==> config.mk <==
export PLATFORM = sky130hd
export DESIGN_NAME = rsa_job_sequencer
export DESIGN_NICKNAME = d
export VERILOG_FILES = /design/src/rtl/rsa_pkg.sv /design/src/rtl/rsa_seq_timer.sv /design/src/rtl/rsa_job_sequencer.sv
export SDC_FILE = /design/constraint.sdc
export NUM_CORES = 1
export LEC_CHECK = 0
export CORE_UTILIZATION = 30
export CTS_CLUSTER_DIAMETER = 120
export DETAILED_ROUTE_END_ITERATION = 10
export PLACE_DENSITY = 0.52
export SYNTH_ARGS = -nofsm -noshare
export SYNTH_HDL_FRONTEND = slang
export SYNTH_SLANG_ARGS = --single-unit
export TNS_END_PERCENT = 5
==> constraint.sdc <==
create_clock -name clk -period 1.9 [get_ports clk]
set_input_delay 0.38 -clock clk [delete_from_list [all_inputs] [get_ports clk]]
set_output_delay 0.38 -clock clk [all_outputs]
set_load 0.02 [all_outputs]
==> src/rtl/rsa_pkg.sv <==
// Shared constants for the RSA job sequencer: default parameters, counter
// widths and the FSM state encoding.
package rsa_pkg;

  localparam int unsigned WIDTH_DEF      = 8;
  localparam int unsigned CLR_CYCLES_DEF = 2;
  localparam int unsigned TIMEOUT_DEF    = 160;

  localparam int unsigned CNT_W = 8;
  localparam int unsigned EXP_W = 9;
  localparam int unsigned ST_W  = 3;

  localparam logic [ST_W-1:0] ST_IDLE    = 3'd0;
  localparam logic [ST_W-1:0] ST_CLEAR   = 3'd1;
  localparam logic [ST_W-1:0] ST_RUN     = 3'd2;
  localparam logic [ST_W-1:0] ST_CAPTURE = 3'd3;
  localparam logic [ST_W-1:0] ST_DONE    = 3'd4;
  localparam logic [ST_W-1:0] ST_ERROR   = 3'd5;

endpackage

==> src/rtl/rsa_seq_timer.sv <==
// RUN-cycle counter for the job sequencer.
// Ports: clk, rstb (async active-low), clr (zero the count), en (count this
// cycle), count (saturating at all-ones), timeout_hit_c (count == TIMEOUT-1).
module rsa_seq_timer
  import rsa_pkg::*;
#(
  parameter int unsigned TIMEOUT = TIMEOUT_DEF
) (
  input  logic             clk,
  input  logic             rstb,
  input  logic             clr,
  input  logic             en,
  output logic [CNT_W-1:0] count,
  output logic             timeout_hit_c
);

  localparam logic [CNT_W-1:0] CNT_MAX = '1;
  localparam logic [CNT_W-1:0] LIMIT   = CNT_W'(TIMEOUT - 1);

  // Clear wins over counting; the count parks at its maximum.
  always_ff @(posedge clk or negedge rstb) begin
    if (!rstb) begin
      count <= '0;
    end else if (clr) begin
      count <= '0;
    end else if (en && (count != CNT_MAX)) begin
      count <= count + CNT_W'(1);
    end
  end

  assign timeout_hit_c = (count == LIMIT);

endmodule

==> src/rtl/rsa_job_sequencer.sv <==
// Job sequencer wrapping a modular-exponentiation core: shadows the job
// configuration, soft-resets the core, runs it with a timeout and captures
// the result.
// Ports: clk, rstb; job control start/abort/irq_ack; cfg_exp/cfg_plain/cfg_mod
// job operands; core_eoc/core_result from the core; core_en/core_rstb and
// shadowed core_exp/core_plain/core_mod to the core; status busy/done/
// err_timeout/irq; result and last_cycles of the last completed job.
module rsa_job_sequencer
  import rsa_pkg::*;
#(
  parameter int unsigned WIDTH      = WIDTH_DEF,
  parameter int unsigned CLR_CYCLES = CLR_CYCLES_DEF,
  parameter int unsigned TIMEOUT    = TIMEOUT_DEF
) (
  input  logic             clk,
  input  logic             rstb,
  input  logic             start,
  input  logic             abort,
  input  logic             irq_ack,
  input  logic [EXP_W-1:0] cfg_exp,
  input  logic [WIDTH-1:0] cfg_plain,
  input  logic [WIDTH-1:0] cfg_mod,
  input  logic             core_eoc,
  input  logic [WIDTH-1:0] core_result,
  output logic             core_en,
  output logic             core_rstb,
  output logic [EXP_W-1:0] core_exp,
  output logic [WIDTH-1:0] core_plain,
  output logic [WIDTH-1:0] core_mod,
  output logic             busy,
  output logic             done,
  output logic             err_timeout,
  output logic             irq,
  output logic [WIDTH-1:0] result,
  output logic [CNT_W-1:0] last_cycles
);

  localparam logic [CNT_W-1:0] CLR_LAST = CNT_W'(CLR_CYCLES - 1);

  logic [ST_W-1:0]  state, state_next;
  logic [CNT_W-1:0] clr_cnt;
  logic [CNT_W-1:0] run_cnt;
  logic             timeout_hit_c;
  logic             accept_c, run_c, capture_c;
  logic             core_en_next, core_rstb_next, busy_next, done_next, err_next;

  assign accept_c  = (state == ST_IDLE) && start && !abort;
  assign run_c     = (state == ST_RUN);
  assign capture_c = run_c && core_eoc && !abort;

  rsa_seq_timer #(
    .TIMEOUT(TIMEOUT)
  ) u_timer (
    .clk           (clk),
    .rstb          (rstb),
    .clr           (accept_c),
    .en            (run_c),
    .count         (run_cnt),
    .timeout_hit_c (timeout_hit_c)
  );

  // Next state, then decode of the state being entered so every status
  // output is registered and changes on the state-entry edge.
  always_comb begin
    state_next     = state;
    core_en_next   = 1'b0;
    core_rstb_next = 1'b0;
    busy_next      = 1'b0;
    done_next      = 1'b0;
    err_next       = 1'b0;

    case (state)
      ST_IDLE:    if (accept_c) state_next = ST_CLEAR;
      ST_CLEAR: begin
        if (abort)                   state_next = ST_IDLE;
        else if (clr_cnt == CLR_LAST) state_next = ST_RUN;
      end
      ST_RUN: begin
        // eoc has priority over a coincident timeout.
        if (abort)              state_next = ST_IDLE;
        else if (core_eoc)      state_next = ST_CAPTURE;
        else if (timeout_hit_c) state_next = ST_ERROR;
      end
      ST_CAPTURE: state_next = abort ? ST_IDLE : ST_DONE;
      ST_DONE:    if (irq_ack) state_next = ST_IDLE;
      ST_ERROR:   if (irq_ack) state_next = ST_IDLE;
      default:    state_next = ST_IDLE;
    endcase

    case (state_next)
      ST_CLEAR:   busy_next = 1'b1;
      ST_RUN: begin
        core_en_next   = 1'b1;
        core_rstb_next = 1'b1;
        busy_next      = 1'b1;
      end
      ST_CAPTURE: begin
        core_rstb_next = 1'b1;
        busy_next      = 1'b1;
      end
      ST_DONE:    done_next = 1'b1;
      ST_ERROR:   err_next  = 1'b1;
      default:    ;
    endcase
  end

  // State and status registers.
  always_ff @(posedge clk or negedge rstb) begin
    if (!rstb) begin
      state       <= ST_IDLE;
      core_en     <= 1'b0;
      core_rstb   <= 1'b0;
      busy        <= 1'b0;
      done        <= 1'b0;
      err_timeout <= 1'b0;
      irq         <= 1'b0;
    end else begin
      state       <= state_next;
      core_en     <= core_en_next;
      core_rstb   <= core_rstb_next;
      busy        <= busy_next;
      done        <= done_next;
      err_timeout <= err_next;
      irq         <= done_next | err_next;
    end
  end

  // CLEAR hold counter; restarts on every accepted job.
  always_ff @(posedge clk or negedge rstb) begin
    if (!rstb) begin
      clr_cnt <= '0;
    end else if (accept_c) begin
      clr_cnt <= '0;
    end else if (state == ST_CLEAR) begin
      clr_cnt <= clr_cnt + CNT_W'(1);
    end
  end

  // Shadowed job operands; the core never sees cfg_* directly.
  always_ff @(posedge clk or negedge rstb) begin
    if (!rstb) begin
      core_exp   <= '0;
      core_plain <= '0;
      core_mod   <= '0;
    end else if (accept_c) begin
      core_exp   <= cfg_exp;
      core_plain <= cfg_plain;
      core_mod   <= cfg_mod;
    end
  end

  // Result capture only on a successful end-of-computation in RUN.
  always_ff @(posedge clk or negedge rstb) begin
    if (!rstb) begin
      result      <= '0;
      last_cycles <= '0;
    end else if (capture_c) begin
      result      <= core_result;
      last_cycles <= run_cnt;
    end
  end

endmodule

==> metrics.yaml <==
outcome: "finished, final reports clean"
grt_max_degree: 30
dpl.hpwl_um: 4380
swShare_pct: 34.7
fillCellCount: 882
grt_pass1_wl_um: 10600
grt_use_total_pct: 13.8
seqPwrFrac_pct: 38.7
final_area_sq_um: 4100
slew_viol_final: 0
rows: 35
synth.area.top_cells: "dfrtp_1 (59%), nand2_1 (11%), mux2_4 (5.3%), mux2_2 (2.4%), xor2_1 (2.2%)"
setup_viol_count_final: 0
clock-skew-final_ns: 0.00577
initial_core_util_pct: 30.7
port_buffers: 85
synth.net_count: 304
drc: 0
nets: 403
ios: 86
synth_async_sr_flop_share_pct: 100
utilization_pct: 44.6
netlist_area_sq_um: 2820
layout_setup_ws_ns: 0.190
cts_buffer_depth: 2
synthCells: 262
hold_violations: 0
worstSetupStartpointType: "primary input"
place.gp.congestion: 0.707
numCtsBuffers: 9
ys.flop_type: "dfrtp_1"
p_leak_nw: 1.95
avgSynthCellArea_sq_um: 10.8
worst_pin_slew_ns: 0.581
path_max_fanout: 29
internal_power_mw: 3.56
dieWidth_um: 99.0
required_ns: 2.17
r2r_cells: 5
synth.yosys.seq_area_share_pct: 58.5
period_share_pct: 90.0
synthToLayoutAreaGrowth_pct: 45.3
diodes: 0
vias_per_cell: 4.49
synth_warnings: 0
htreeDepth: 3
hp-class: "in -> async"
switchingPower_mw: 1.89
cp-end-kind: "flop"
synth_edf_count: 0
wl_um: 6280
cts_tree: "built"
maxSlewHeadroom_pct: 61.3
yosysMostFrequentCell: "nand2_1"
place_area_sq_um: 3910
clkPwrFrac_pct: 21.5
yosysTopAreaCellShare_pct: 58.5
postCtsHoldBufs: 0
min_period_ns: 1.71
synth.distinct_cells: 39
critical_path_class: "in -> reg"
comb_power_share_pct: 39.9
antenna_found_initial: 0
yosysTopAreaCell: "dfrtp_1"
timing.fmax_ghz: 0.585
crit_arrival_ns: 1.98
vias: 2143
die_h_um: 99.0
fp.dieArea_sq_um: 9800
synth_seq_cells: 66
power_density_nw_per_um2: 1330
core-area_sq_um: 9200
clk_pin_slew_ns: 0.07
grt_remaining_overflow: 0
cts.sinks: 66
peakVddDrop_v: 0.000472
avgRoutedWirePerCell_um: 13.2
worst_skew_pair.late_latency_ns: 0.33
layout-drive-gt1-share_pct: 14.2
firstDrtPassIters: 4
drt_iter0_drc: 53
root_buffer: "clkbuf_8"
ctsResizeCount: 0
antenna_left: 0
drv_cap: 0
netlist_top_cells_count: "nand2_1 (80), dfrtp_1 (66), nor2_1 (16), mux2_4 (10)"
post_cts_buffers: 0
rsz0062_at_grt: "false"
grt_pass1_vias: 2155
holdWs_ns: 0.0409
post-place-ws_ns: -0.163
power groups by stage:
stage	Combinational, mW	Clock, mW	Sequential, mW
after CTS	2.21	1.22	2.11
after detailed placement	2.19	0	2.14
after global placement	2.19	0	2.12
final	2.18	1.17	2.11
after global routing	2.37	1.28	2.17
after floorplan	0.703	0	2.53
cell usage in the layout (no fill, tap or decap), drive strengths merged:
cell	synthesis	layout
clkdlybuf4s50	0	84
nand2	80	80
dfrtp	66	66
nor2	16	16
mux2	16	16
buf	10	15
clkbuf	1	11
a21oi	7	7
xor2	7	7
nand4	6	6
inv	4	4
nand2b	4	4
nand3	4	4
clkinv	0	4
nor3b	4	4
and3	3	3
or3	3	3
mux2i	3	3
ha	3	3
or2	3	3
o21ai	3	3
and4	2	2
o21a	2	2
a21o	2	2
o211ai	2	2
o31ai	2	2
a31o	1	1
nor4	1	1
a311o	1	1
or4b	1	1
nand3b	1	1
and2	1	1
a211oi	1	1
xnor2	1	1
nor3	1	1
bufinv	0	1
state kept, by name, indices dropped and copies added (netlist names):
name,flops
busy,1
clr_cnt,8
core_en,1
core_exp,9
core_mod,8
core_plain,8
core_rstb,1
done,1
err_timeout,1
irq,1
last_cycles,8
result,8
state,3
u_timer.count,8
logic make-up (layout without fill, tap and decap cells):
family                   count (synthesis)  after routing  synth area share (%)
adder cells (fa/ha/maj)                  3              3                  1.33
XOR/XNOR                                 8              8                  2.48
multiplexers                            19             19                  8.78
buffers and inverters                   15            119                  3.06
AND/OR/NAND/NOR                        130            130                  21.0
AO/OA/AOI/OAI                           21             21                  4.83
flip-flops                              66             66                  58.5
stage by stage:
| step | cells | total power [mW] | setup TNS [ns] |
|---|---|---|---|
| 2_1_floorplan | 262 | 3.24 | 0 |
| 3_3_place_gp | 461 | 4.31 | -5.86 |
| 3_5_place_dp | 461 | 4.33 | -6.22 |
| 4_1_cts | 477 | 5.54 | 0 |
| 5_1_grt | 477 | 5.82 | 0 |
| 6_report | 477 | 5.46 | 0 |
final timing paths:
kind | startpoint | endpoint | slack, ns
max in group asynchronous | rstb | core_plain[3] | 1.30
min reg2reg | core_plain[1] | core_plain[1] | 0.47
max | abort | core_plain[7] | 0.19
max reg2reg | state[0] | result[3] | 0.20
min | rstb | result[4] | 0.04
min in group clk | core_plain[1] | core_plain[1] | 0.47
critical path: stages:
cell,delay [ns]
clkdlybuf4s50_1,0.41
or4b_1,0.54
buf_4,0.16
nor2_2,0.15
buf_12,0.20
nand2_1,0.07
nand2_1,0.06
routing by layer:
layer / wire length [um] / part of all wire, % / track usage [%]
met2: 2800 / 45 / 20.8
met3: 334 / 5.3 / 3.33
met4: 73 / 1.2 / 6.20
met1: 3070 / 49 / 18.9
met5: 0 / 0 / 0
layout make-up:
| type | instances | area [sq um] | share of cell area (%) |
|---|---|---|---|
| flip-flops and latches | 66 | 1650 | 40.3 |
| repair buffers | 99 | 1010 | 24.7 |
| well taps | 111 | 139 | 3.39 |
| multi-input cells | 181 | 1090 | 26.5 |
| clock inverters | 5 | 53.8 | 1.31 |
| clock buffers | 11 | 141 | 3.45 |
| inverters | 4 | 15.0 | 0.366 |
Power figures use the tool's default switching activity.
